**src/rtl/dot_sched.sv**
```systemverilog
// rtl/dot_sched.sv - round-robin scheduler sharing one pipelined dot datapath among requesters
// Optional feature macro: DOT_SCHED_PERF_EN adds saturating perf_jobs / perf_beats counters.
module dot_sched #(
  parameter int NREQ = 4,
  parameter int W    = 8,
  parameter int LAT  = 2,
  localparam int IDW = $clog2(NREQ)
) (
  input  logic              clock,
  input  logic              reset,
  input  logic [NREQ-1:0]   req_valid,
  input  logic [NREQ-1:0]   req_last,
  output logic [NREQ-1:0]   req_ready,
  input  logic [NREQ*W-1:0] req_bias,
  input  logic [NREQ*W-1:0] req_a,
  input  logic [NREQ*W-1:0] req_b,
  input  logic [NREQ*W-1:0] req_c,
  input  logic [NREQ*W-1:0] req_d,
  output logic              dot_en,
  output logic [W-1:0]      dot_bias,
  output logic [W-1:0]      dot_a,
  output logic [W-1:0]      dot_b,
  output logic [W-1:0]      dot_c,
  output logic [W-1:0]      dot_d,
  input  logic [W-1:0]      dot_y,
  output logic              res_valid,
  input  logic              res_ready,
  output logic [IDW-1:0]    res_id,
  output logic [W-1:0]      res_data
`ifdef DOT_SCHED_PERF_EN
  ,
  output logic [15:0]       perf_jobs,
  output logic [15:0]       perf_beats
`endif
);

  // Drain counter only needs to hold LAT-1.
  localparam int CW = (LAT > 1) ? $clog2(LAT) : 1;

  typedef enum logic [1:0] {
    IDLE  = 2'd0,
    ISSUE = 2'd1,
    DRAIN = 2'd2,
    RESP  = 2'd3
  } state_t;

  state_t          state;
  state_t          state_next;
  logic [IDW-1:0]  g;
  logic [IDW-1:0]  rr_ptr;
  logic [IDW-1:0]  g_succ;
  logic [IDW-1:0]  pick;
  logic            pick_found;
  logic            first_beat;
  logic [CW-1:0]   cnt;
  logic            accept;
  logic            accept_last;
  logic            res_done;
  int              idx;

  // Handshake qualifiers shared by the FSM, datapath registers and counters.
  assign accept      = (state == ISSUE) && req_valid[g];
  assign accept_last = accept && req_last[g];
  assign res_done    = (state == RESP) && res_ready;
  assign g_succ      = (g == IDW'(NREQ - 1)) ? '0 : g + 1'b1;

  // Round-robin search: first valid requester at or after rr_ptr, wrapping.
  always_comb begin
    pick_found = 1'b0;
    pick       = '0;
    idx        = 0;
    for (int k = 0; k < NREQ; k++) begin
      idx = int'(rr_ptr) + k;
      if (idx >= NREQ) begin
        idx = idx - NREQ;
      end
      if (!pick_found && req_valid[idx]) begin
        pick_found = 1'b1;
        pick       = IDW'(idx);
      end
    end
  end

  // State register.
  always_ff @(posedge clock) begin
    if (reset) begin
      state <= IDLE;
    end else begin
      state <= state_next;
    end
  end

  // Next-state logic.
  always_comb begin
    state_next = state;
    case (state)
      IDLE:    if (pick_found)       state_next = ISSUE;
      ISSUE:   if (accept_last)      state_next = DRAIN;
      DRAIN:   if (cnt == '0)        state_next = RESP;
      RESP:    if (res_ready)        state_next = IDLE;
      default:                       state_next = IDLE;
    endcase
  end

  // Outputs: only ISSUE drives the datapath; a bubble issues zeros so the sum is unchanged.
  always_comb begin
    req_ready = '0;
    dot_en    = 1'b0;
    dot_bias  = '0;
    dot_a     = '0;
    dot_b     = '0;
    dot_c     = '0;
    dot_d     = '0;
    res_valid = (state == RESP);
    if (state == ISSUE) begin
      req_ready[g] = req_valid[g];
      dot_en       = 1'b1;
      if (req_valid[g]) begin
        dot_bias = first_beat ? req_bias[g*W +: W] : '0;
        dot_a    = req_a[g*W +: W];
        dot_b    = req_b[g*W +: W];
        dot_c    = req_c[g*W +: W];
        dot_d    = req_d[g*W +: W];
      end
    end
  end

  // Grant, first-beat flag, drain counter, result capture and round-robin pointer.
  always_ff @(posedge clock) begin
    if (reset) begin
      g          <= '0;
      rr_ptr     <= '0;
      first_beat <= 1'b0;
      cnt        <= '0;
      res_data   <= '0;
      res_id     <= '0;
    end else begin
      case (state)
        IDLE: begin
          if (pick_found) begin
            g          <= pick;
            first_beat <= 1'b1;
          end
        end
        ISSUE: begin
          if (accept) begin
            first_beat <= 1'b0;
            if (req_last[g]) begin
              cnt <= CW'(LAT - 1);
            end
          end
        end
        DRAIN: begin
          if (cnt == '0) begin
            res_data <= dot_y;
            res_id   <= g;
          end else begin
            cnt <= cnt - 1'b1;
          end
        end
        RESP: begin
          if (res_done) begin
            rr_ptr <= g_succ;
          end
        end
        default: ;
      endcase
    end
  end

`ifdef DOT_SCHED_PERF_EN
  // Saturating counters of completed jobs and accepted beats.
  always_ff @(posedge clock) begin
    if (reset) begin
      perf_jobs  <= '0;
      perf_beats <= '0;
    end else begin
      if (res_done && (perf_jobs != 16'hFFFF)) begin
        perf_jobs <= perf_jobs + 16'd1;
      end
      if (accept && (perf_beats != 16'hFFFF)) begin
        perf_beats <= perf_beats + 16'd1;
      end
    end
  end
`endif

endmodule

```
**config.mk**
```make
export PLATFORM = sky130hd
export DESIGN_NAME = dot_sched
export DESIGN_NICKNAME = d
export VERILOG_FILES = /design/src/rtl/dot_sched.sv
export SDC_FILE = /design/constraint.sdc
export NUM_CORES = 1
export LEC_CHECK = 0
export CORE_AREA = 2 2 90 92
export CTS_CLUSTER_DIAMETER = 100
export DETAILED_ROUTE_END_ITERATION = 10
export DIE_AREA = 0 0 92 94
export PLACE_DENSITY = 0.87
export SLEW_MARGIN = 20
export SYNTH_ARGS = -nofsm -noshare
export SYNTH_HDL_FRONTEND = slang
export SYNTH_SLANG_ARGS = --single-unit
export TNS_END_PERCENT = 1
```
**constraint.sdc**
```tcl
create_clock -name clock -period 2.7 [get_ports clock]
set_input_delay 0.54 -clock clock [delete_from_list [all_inputs] [get_ports clock]]
set_output_delay 0.54 -clock clock [all_outputs]
set_load 0.02 [all_outputs]
```
==> flow_metrics.env, run 1 <==
export IMPL_outcome="finished, final reports clean"
export IMPL_placed_cells=543
export IMPL_synth_top_family_by_area="multiplexers"
export IMPL_grt_max_degree=38
export IMPL_critPathSlowestCell="mux4_2"
export IMPL_gp_congestion=0.932
export IMPL_relSlewSlack_pct=56.1
export IMPL_final_setup_tns_ns=0
export IMPL_cp_start_kind="input pin"
export IMPL_leakagePower_uw=0.00189
export IMPL_p_sw_uw=829
export IMPL_ys_seq_area_share_pct=16.5
export IMPL_cts_tree="yes"
export IMPL_hp_class="reg -> reg"
export IMPL_wl_per_cell_um=18.3
export IMPL_rsz0062_at_grt="false"
export IMPL_die_h_um=94
export IMPL_postCtsSetupBuffers=0
export IMPL_p_per_area_nw_per_um2=453
export IMPL_swShare_pct=40.0
export IMPL_ir_worst_vdd_v=0.000374
export IMPL_utilization_pct=60.2
export IMPL_vias=2823
export IMPL_fp_coreArea_um2=7610
export IMPL_die_w_um=92
export IMPL_antenna_left=0
export IMPL_nets=633
export IMPL_worstPathArrival_ns=2.12
export IMPL_synth_top_area_share_pct=43.4
export IMPL_drc=0
export IMPL_dpl_hpwl_um=8420
export IMPL_ys_warn_count=0
export IMPL_cts_sinks=18
export IMPL_synth_compound_area_share_pct=7.52
export IMPL_critPathKind="in -> out"
export IMPL_synthCells=215
export IMPL_worst_slew_pin_transition_ns=0.656
export IMPL_endpoint_kind="primary output"
export IMPL_yosys_area_share_adder_pct=4.59
export IMPL_final_common_cell="clkdlybuf4s50_1"
export IMPL_yosys_mux_area_fraction_pct=43.8
export IMPL_synth_edf_count=0
export IMPL_rows=32
export IMPL_finalCritPeriodShare_pct=98.3
export IMPL_seq_power_share_pct=17.8
export IMPL_avgSynthCellArea_um2=10.1
export IMPL_diodes=0
export IMPL_synth_xor_area_share_pct=0
export IMPL_synth_area_um2=2180
export IMPL_worst_r2r_setup_slack_ns=0.87
export IMPL_portBuffers=234
export IMPL_holdWs_ns=0.454
export IMPL_final_cell_mix="clkdlybuf4s50_1, and3_1, mux4_2"
export IMPL_yosys_area_share_simple_pct=22.0
export IMPL_crit_path_max_incr_delay_ns=0.55
export IMPL_async_flop_share_pct=0
export IMPL_first_pass_iters=4
export IMPL_fmax_mhz=377
export IMPL_critPathRequiredTime_ns=2.16
export IMPL_path_max_fanout=32
export IMPL_syn2layout_area_growth_pct=110
export IMPL_h_tree_depth=1
export IMPL_synth_fp_nets=402
export IMPL_overflow=0
export IMPL_fin_cells=547
export IMPL_synth_distinct_cells=30
export IMPL_intPower_uw=1250
export IMPL_cp_num_buf_inv=3
export IMPL_cap_viol_max_count=0
export IMPL_antenna_found_initial=0
export IMPL_die_area_um2=8650
export IMPL_cts_clk_slew_worst_paths_ns=0.07
export IMPL_hold_viol_final=0
export IMPL_drt_initial_drc_count=76
export IMPL_grt_pass1_wl_um=15400
export IMPL_setup_viol=0
export IMPL_clock_latency_ns=0.25
export IMPL_pin_count=235
export IMPL_synth_seq_cells=18
export IMPL_cp_top_family="buffers and inverters"
export IMPL_start_util_pct=28.7
export IMPL_synth_flop_cell="dfxtp_1"
export IMPL_grt_usage_pct=22.7
export IMPL_slew_viol_final=0
export IMPL_synth_area_leaders="mux4_2, dfxtp_1, and3_1, nand2_1, ha_1"
export IMPL_post_route_min_period_ns=2.66
export IMPL_drt_vias_per_instance=5.16
export IMPL_layout_drive_gt1_share_pct=23.8
export IMPL_fin_skew_ns=0.00155
export IMPL_finalWirelength_um=10000
export IMPL_combPwrFrac_pct=71.6
export IMPL_grt_pass1_vias=2984
export IMPL_synth_top_cell_by_area="mux4_2"
export IMPL_pwr_share_clk_pct=10.6
export IMPL_root_buffer="clkbuf_8"
export IMPL_cts_made_buffers=3
export IMPL_cts_max_path_buffers=2
export IMPL_path_cells="clkdlybuf4s50_1 -> mux4_2 -> buf_12 -> and3_1 -> clkdlybuf4s15_2"
[layer usage]
metal	share of wire, %	vias up	global-route usage (%)
met1	38	1339	25.9
met4	1.2	0	3.73
met5	0	-	0
li1	-	1299	-
met3	7.9	14	4.57
met2	53	171	44.1
[Yosys cell counts, drive strengths merged (2+ instances only)]
library cell and number:
nor2b 5, mux4 42, clkbuf 12, nand2 28, o21ai 2, and3 44, a21oi 17, a21boi 2
ha 8, dfxtp 18, nor2 7, inv 7, buf 9
[metrics by stage]
| step | setup WS [ns] | area (µm²) | total power (µW) |
|---|---|---|---|
| 2_1_floorplan | 0.570 | 2180 | 1230 |
| 3_3_place_gp | -0.400 | 4680 | 1910 |
| 3_5_place_dp | -0.452 | 4680 | 1940 |
| 4_1_cts | -0.0200 | 4790 | 2150 |
| 5_1_grt | 0.000301 | 4580 | 2220 |
| 6_report | 0.0448 | 4580 | 2080 |
[registers in the layout (all words and copies together) (netlist names)]
name,cells
first_beat,1
g,2
cnt,1
rr_ptr,2
state,2
res_id,2
res_data,8
[power by group through the flow]
stage	Sequential [µW]	Clock, µW	Combinational (µW)
3_5_place_dp	377	0	1570
6_report	370	219	1490
2_1_floorplan	384	0	841
4_1_cts	371	223	1550
3_3_place_gp	373	0	1540
5_1_grt	381	239	1600
[cell families (layout without fill, tap and decap cells)]
logic type,count (synthesis),in the layout
simple gates,91,91
mux,43,43
buf+inv,28,258
compound gates,27,27
flops,18,18
fa+ha+maj,8,8
[worst register-to-register path: stages, from the launching register on]
cell and delay (ns):
dfxtp_4 0.38, buf_4 0.22, mux4_2 0.56, a21boi_1 0.24, nor2_1 0.11, o211a_1 0.22
[final cells by class]
cell class / instances / area [µm²]
fill: 637 / 3020
tap: 102 / 128
multi-input combinational: 169 / 1700
inverter: 7 / 26.3
sequential: 18 / 365
clock buffer: 4 / 55.1
timing repair buffer: 247 / 2310
[repair_timing]
item / 4_1_cts / 5_1_grt
pin swaps: 0 / 1
gates resized for setup: 128 / 36
endpoints found under the setup margin: 44 / 42
hold buffers: 0 / 0
[final timing paths]
path | from | to | cells past startpoint
setup reg to reg | g[0] | state[0] | 5
hold / removal | res_data[3] | res_data[3] | 2
setup / recovery | req_valid[3] | dot_a[2] | 5
hold reg to reg | res_data[3] | res_data[3] | 2
Note: power is estimated with default switching activity, not from simulation.
==> run 2, diff against run 1 <==
Settings changed: ABC_CLOCK_PERIOD_IN_PS from default to 3000, RECOVER_POWER from default to 25.
Clock period 2.7 ns to 3 ns, I/O delays scaled along.
==> run 2 against run 1 <==
Net effect: sequential share of layout area shrank 0.13 points; worst hold slack gained 0.0022 ns; utilization grew 0.99 points; count of clock-buffer cells in the layout is the same; register-to-register slack gained 0.12 ns; clock power shrank 7%; first-iteration DRC count shrank 21%; cell area grew 1.6%; worst setup slack gained 0.078 ns; sequential power shrank 5.9%.
==> flow_metrics.env, run 2 (synthesized netlist as in run 1, its figures left out) <==
export IMPL_outcome="finished, final reports clean"
export IMPL_cts_tree="yes"
export IMPL_fp_coreArea_um2=7610
export IMPL_fill_cells=641
export IMPL_h_tree_depth=1
export IMPL_swShare_pct=40.1
export IMPL_cap_viol_max_count=0
export IMPL_grt_max_degree=35
export IMPL_setup_viol=0
export IMPL_start_util_pct=28.7
export IMPL_cts_made_buffers=3
export IMPL_leakagePower_uw=0.00203
export IMPL_holdWs_ns=0.457
export IMPL_die_h_um=94
export IMPL_worst_slew_pin_transition_ns=0.611
export IMPL_diodes=0
export IMPL_intPower_uw=1110
export IMPL_syn2layout_area_growth_pct=114
export IMPL_final_cell_mix="clkdlybuf4s50_1, and3_1, dlygate4sd2_1"
export IMPL_antenna_left=0
export IMPL_overflow=0
export IMPL_dpl_hpwl_um=8450
export IMPL_cts_sinks=18
export IMPL_final_common_cell="clkdlybuf4s50_1"
export IMPL_rsz0062_at_grt="false"
export IMPL_vias=2795
export IMPL_path_cells="clkdlybuf4s50_1 -> mux4_2 -> buf_6 -> and3_1 -> dlygate4sd2_1"
export IMPL_path_max_fanout=25
export IMPL_cts_clk_slew_worst_paths_ns=0.07
export IMPL_cts_max_path_buffers=2
export IMPL_slew_viol_final=0
export IMPL_grt_pass1_vias=3079
export IMPL_first_pass_iters=4
export IMPL_critPathSlowestCell="mux4_2"
export IMPL_pwr_share_clk_pct=11.0
export IMPL_cts_hold_buf=0
export IMPL_cp_top_family="buffers and inverters"
export IMPL_relSlewSlack_pct=58.7
export IMPL_p_sw_uw=742
export IMPL_grt_usage_pct=23.1
export IMPL_place_area_um2=4650
export IMPL_worstPathArrival_ns=2.28
export IMPL_finalCritPeriodShare_pct=95.9
export IMPL_postCtsSetupBuffers=0
export IMPL_layout_drive_gt1_share_pct=13.3
export IMPL_clock_latency_ns=0.26
export IMPL_critPathRequiredTime_ns=2.40
export IMPL_rows=32
export IMPL_cp_num_buf_inv=3
export IMPL_critPathKind="in -> out"
export IMPL_drt_initial_drc_count=60
export IMPL_p_per_area_nw_per_um2=398
export IMPL_fin_skew_ns=0.00411
export IMPL_ir_worst_vdd_v=0.000207
export IMPL_hold_viol_final=0
export IMPL_gp_congestion=0.925
export IMPL_endpoint_kind="primary output"
export IMPL_drt_vias_per_instance=5.14
export IMPL_seq_power_share_pct=18.8
export IMPL_portBuffers=234
export IMPL_fmax_mhz=348
export IMPL_post_route_min_period_ns=2.88
export IMPL_die_w_um=92
export IMPL_postLayoutCellArea_um2=4660
export IMPL_nets=630
export IMPL_pin_count=235
export IMPL_regMostFlops="res_data"
export IMPL_combPwrFrac_pct=70.2
export IMPL_cp_start_kind="input pin"
export IMPL_hp_class="reg -> reg"
export IMPL_die_area_um2=8650
export IMPL_drc=0
export IMPL_root_buffer="clkbuf_8"
export IMPL_largest_reg_flops=8
export IMPL_wl_per_cell_um=18.2
export IMPL_grt_pass1_wl_um=15600
export IMPL_antenna_found_initial=0
export IMPL_crit_path_max_incr_delay_ns=0.53
export IMPL_finalWirelength_um=9920
-- run 2: changes by cell type in the layout (fill, tap and decap cells not counted) --
cell	delta
buf_2	-25
buf_6	+1
clkdlybuf4s50_1	-8
dlymetal6s2s_1	+1
buf_12	-2
dlygate4sd2_1	+43
clkdlybuf4s15_2	-8
buf_4	-2
dlygate4sd3_1	+8
clkbuf_2	-11
-- run 2: final cells by class --
type                            count  area, µm²  area share [%]
Clock buffer                        4       55.1            1.18
Inverter                            7       26.3           0.564
Sequential cell                    18        365            7.84
Multi-Input combinational cell    169       1700            36.6
Tap cell                          102        128            2.74
Timing Repair Buffer              244       2380            51.1
-- run 2: routing by layer --
layer  vias up  wire (µm)  track usage, %
met4         0        203            6.09
met1      1334       3660            25.9
met2       152       5220            44.5
met3        17        834            4.49
li1       1292          -               -
met5         -          0               0
-- run 2: worst min-delay path: stages, from the launching register on --
cell	delay, ns
dfxtp_1	0.31
nand2_1	0.05
a21oi_1	0.05
-- run 2: power groups by stage --
| stage | combinational [µW] | clock [µW] | sequential, µW |
|---|---|---|---|
| 2_1_floorplan | 757 | 0 | 345 |
| 3_3_place_gp | 1350 | 0 | 350 |
| 3_5_place_dp | 1370 | 0 | 355 |
| 4_1_cts | 1310 | 209 | 349 |
| 5_1_grt | 1410 | 215 | 359 |
| 6_report | 1300 | 203 | 348 |
-- run 2: timing repair --
action                     in CTS  in global routing
gates resized for setup        45                  4
setup endpoints to repair      44                 33
gates cloned                    0                  0
-- run 2: stage by stage --
step | setup TNS (ns) | std cells | worst slack, ns | power [µW] | util [%]
global route | 0 | 544 | 0.0604 | 1990 | 61.2
finish | 0 | 544 | 0.122 | 1850 | 61.2
floorplan | 0 | 215 | 0.761 | 1100 | -
detailed placement | -8.50 | 540 | -0.273 | 1730 | 61.1
CTS | -0.00145 | 544 | -0.00145 | 1870 | 61.1
global placement | -7.62 | 540 | -0.214 | 1700 | 61.1
-- run 2: final timing paths --
path	startpoint	to	slack [ns]	cells after the start
setup / recovery	req_valid[3]	dot_b[1]	0.12	5
hold / removal	res_data[3]	res_data[3]	0.46	2
setup reg to reg	state[1]	state[0]	0.99	6
hold reg to reg	res_data[3]	res_data[3]	0.46	2
==> patch 1 (flow settings as in run 2) <==
Change the parameter `W` from 8 to 10.
--- a/src/rtl/dot_sched.sv
+++ b/src/rtl/dot_sched.sv
@@ -2,7 +2,7 @@
 // Optional feature macro: DOT_SCHED_PERF_EN adds saturating perf_jobs / perf_beats counters.
 module dot_sched #(
   parameter int NREQ = 4,
-  parameter int W    = 8,
+  parameter int W    = 10,
   parameter int LAT  = 2,
   localparam int IDW = $clog2(NREQ)
 ) (
Interface: changed (12 resized); port bits go from 235 to 289. No check against the original RTL was run, so the function may have changed too.
==> patch 1 against run 2 <==
Maximum frequency down 1.0%; combinational power up 22%; area after synthesis up 17%; critical path depth unchanged; design area up 20%; critical endpoint is now dot_c[3]; routed wire length up 27%; die area unchanged; total power up 17%; sequential cell count up 2; largest cell class unchanged; largest power group unchanged; worst setup slack worse by 30 ps.
==> patch 1: results (changes against run 2) <==
GRT
  • Largest net degree at the start of global routing: 48 (+37%)
  • Initial antenna violation count: 1 (+1)
  • Grt met1 use: 31.1% (+5.1 points)
  • Vias in the first global route: 3375 (+9.6%)
  • Met3 GRT Util: 7.06% (+2.6 points)
  • Global-route wire length before repair: 18500 um (+19%)

Drt
  • Met2 routed WL: 6750 um (+29%)
  • Vias: 3348 (+20%)
  • Met1 WL: 4320 um (+18%)
  • DR top layer: met5
  • Met3 routed WL: 1090 um (+31%)

STA
  • Final hold slack: 454 ps (-2.95 ps)
  • Clk_skew: 7.93 ps (+3.82 ps)
  • Worst rel slew slack: 48.1% (-11 points)

Synthesis
  • Most frequent cells after synthesis: 54 x and3_1, 51 x mux4_2, 32 x nand2_1
  • Post-synthesis sequential area ratio: 15.6% (-0.88 points)

Power
  • Worst vdd ir: 0.000372 V (+80%)

Place
  • IO Port Bufs: 288 (+23%)
  • DP Wirelength: 10600 um (+25%)
  • GPL Wtd Cong: 0.970 (+4.9%)
  • Worst slack at placement: -260 ps (+12.8 ps)

Worst setup path
  • R2R cell count: 5 (-1)
  • Critical path startpoint: req_valid[2]

Cells and area
  • Final #Nets: 756 (+20%)
  • Fill cells: 543 (-15%)

Run status
  • Outcome: completed
-- patch 1: cell count changes in the layout (fill, tap and decap cells not counted), sizes merged, moves of 3 or more --
cell | before | now
nand2 | 28 | 32
and3 | 44 | 54
nor2b | 5 | 1
a21oi | 17 | 21
dlygate4sd2 | 44 | 54
buf | 10 | 13
mux4 | 42 | 52
clkdlybuf4s50 | 181 | 224
-- patch 1: timing repair --
item | 4_1_cts | 5_1_grt
cloned | 0 | 0
resized for setup | 56 | 3
endpoints found under the setup margin | 54 | 13
-- patch 1: logic make-up after synthesis --
logic type	count (synthesis)	share of synthesized area (%)
AND/OR/NAND/NOR	103	21.5
multiplexers	54	46.7
adder cells (fa/ha/maj)	8	3.91
AO/OA/AOI/OAI	28	6.36
flip-flops	20	15.6
buffers and inverters	36	5.87
-- patch 1: how the worst max path moves through the flow --
stage	slack [ps]	to	cells past startpoint
floorplan	690	dot_a[0]	4
finish	90	dot_c[3]	5
global placement	-200	dot_d[5]	5
global route	50	req_ready[3]	5
CTS	10	dot_bias[9]	5
detailed placement	-260	dot_c[3]	5
-- patch 1: final cells by class --
class / count / share of cell area, %
Timing Repair Buffer: 301 / 53.0
Multi-Input combinational cell: 193 / 36.0
Sequential cell: 20 / 7.24
Tap cell: 102 / 2.29
Clock buffer: 4 / 0.986
Inverter: 8 / 0.538
-- patch 1: where the power goes --
part / leakage [nW] / switching [mW] / internal, mW
Clock: 0.0288 / 0.0870 / 0.117
Combinational: 2.23 / 0.721 / 0.857
Sequential: 0.164 / 0.0660 / 0.317
-- patch 1: through the flow --
step | std cells | instance area, um2
floorplan | 249 | 2560
global placement | 624 | 5590
detailed placement | 624 | 5590
CTS | 628 | 5580
global route | 628 | 5580
finish | 628 | 5580
==> patch 2 (config.mk and constraints of run 2) <==
Without the edit above. The 4 states of `state_t` get a Gray code encoding in 2 bits.
--- a/src/rtl/dot_sched.sv
+++ b/src/rtl/dot_sched.sv
@@ -38,10 +38,10 @@
   localparam int CW = (LAT > 1) ? $clog2(LAT) : 1;
 
   typedef enum logic [1:0] {
-    IDLE  = 2'd0,
-    ISSUE = 2'd1,
-    DRAIN = 2'd2,
-    RESP  = 2'd3
+    IDLE  = 2'b00,
+    ISSUE = 2'b01,
+    DRAIN = 2'b11,
+    RESP  = 2'b10
   } state_t;
 
   state_t          state;
Check against the original RTL: no difference found for any inputs over 4 cycles, from zero or initial values and one cycle with reset high; so few cycles prove little.
==> patch 2 against run 2 <==
Sequential cell count is the same; maximum frequency shrank 0.62%; routed wire length grew 1.5%; design area shrank 1.7%; worst setup slack lost 18 ps; area after synthesis shrank 2.1%; register-to-register slack gained 380 ps; largest cell class unchanged.
Power is not compared: it rests on default switching activity, and its combinational part moved more than twofold at a synthesized area within 25%.
==> patch 2: results (changes against run 2) <==
Worst setup path
  • Worst stage delay on the critical path: 500 ps (-30 ps)
  • Worst R2R Start: g[1]
  • R2R setup slack: 1370 ps (+380 ps)
  • R2R Path End: cnt
  • Crit path DAT: 2300 ps (+20 ps)
  • R2R cell count: 5 (-1)
  • Critical Path Fanout Max: 8 (-68%)

Run status
  • Outcome: completed

Synthesis
  • Yosys cell types: 32 (+6.7%)
  • Synth Instances: 208 (-3.3%)
  • Post-Synth Adder-Cell Area: 2.34% (-2.2 points)
  • Largest cells by area after synthesis: mux4_2 43%, dfxtp_1 17%, and3_1 13%, nand2_1 3.7%, a21oi_1 3.5%
  • Area fraction in compound gates after synthesis: 7.50% (-0.017 points)
  • Post-synthesis mux area share: 44.6% (+0.81 points)
  • Most frequent cells after synthesis: 45 x and3_1, 41 x mux4_2, 21 x nand2_1

CTS
  • Cts repair resizes: 47 (+4.4%)

Cells and area
  • Fill cells: 660 (+3.0%)
  • Non-clock buffers: 244 (unchanged)
  • Multi-input logic area: 0.00163 mm2 (-4.5%)
  • #MultiIn Comb: 160 (-5.3%)
  • Clock network share of area: 1.20% (+0.020 points)
  • Final non-clock buffer share: 51.9% (+0.83 points)
  • Layout Cells excl Fill: 535 (-1.7%)
  • Layout cells sized above 1: 13.9% (+0.51 points)
  • Area delta synth->final: 114%

Place
  • DP Wirelength: 8290 um (-1.9%)
  • Worst slack at placement: -255 ps (+18.2 ps)
  • Area after DPL: 0.00457 mm2 (-1.6%)
  • Placed cell count: 531 (-1.7%)
  • GPL Wtd Cong: 0.834 (-9.8%)

GRT
  • Total GRT Usage: 21.6% (-1.5 points)
  • Met3 GRT Util: 4.09% (-0.40 points)
  • Grt met1 use: 25.7% (-0.25 points)
  • Global-route wire length before repair: 14600 um (-6.4%)
  • GRT met2 Usage: 40.1% (-4.4 points)
  • Largest net degree at the start of global routing: 39 (+11%)

Drt
  • Met3 routed WL: 640 um (-23%)
  • Vias: 2752 (-1.5%)
  • Met2 routed WL: 5470 um (+4.8%)

Min path
  • Hold path startpoint: res_data[1]
  • HP Class: flip-flop to flip-flop

STA
  • Final hold slack: 451 ps (-5.87 ps)
  • Fin crit period: 2900 ps (+18.0 ps)
  • Clk_skew: 0.588 ps (-3.52 ps)
  • Worst-Margin Slew: 718 ps (+106 ps)
[patch 2: cell types whose count changed in the layout (fill, tap and decap cells not counted), moves of 2 or more]
cell,delta
a21oi_1,-2
clkdlybuf4s50_1,+2
ha_1,-4
mux2i_1,+2
nand2_1,-7
nor2_1,-2
nor2b_1,-3
nor3_1,+3
or3_1,+2
[patch 2: power by group through the flow]
stage                     sequential, mW  clock [mW]  combinational (mW)
after floorplan                    0.263           0               0.269
after global placement             0.267           0               0.606
after detailed placement           0.268           0               0.620
after CTS                          0.263       0.202               0.597
after global routing               0.264       0.216               0.632
final                              0.263       0.198               0.593
[patch 2: worst max path at each step]
stage,cells after the start,end,from
after floorplan,4,dot_a[0],g[0]
after global placement,5,dot_bias[3],req_valid[3]
after detailed placement,5,dot_bias[7],req_valid[3]
after CTS,5,dot_bias[7],req_valid[3]
after global routing,5,dot_bias[4],req_valid[3]
final,5,dot_bias[1],req_valid[3]
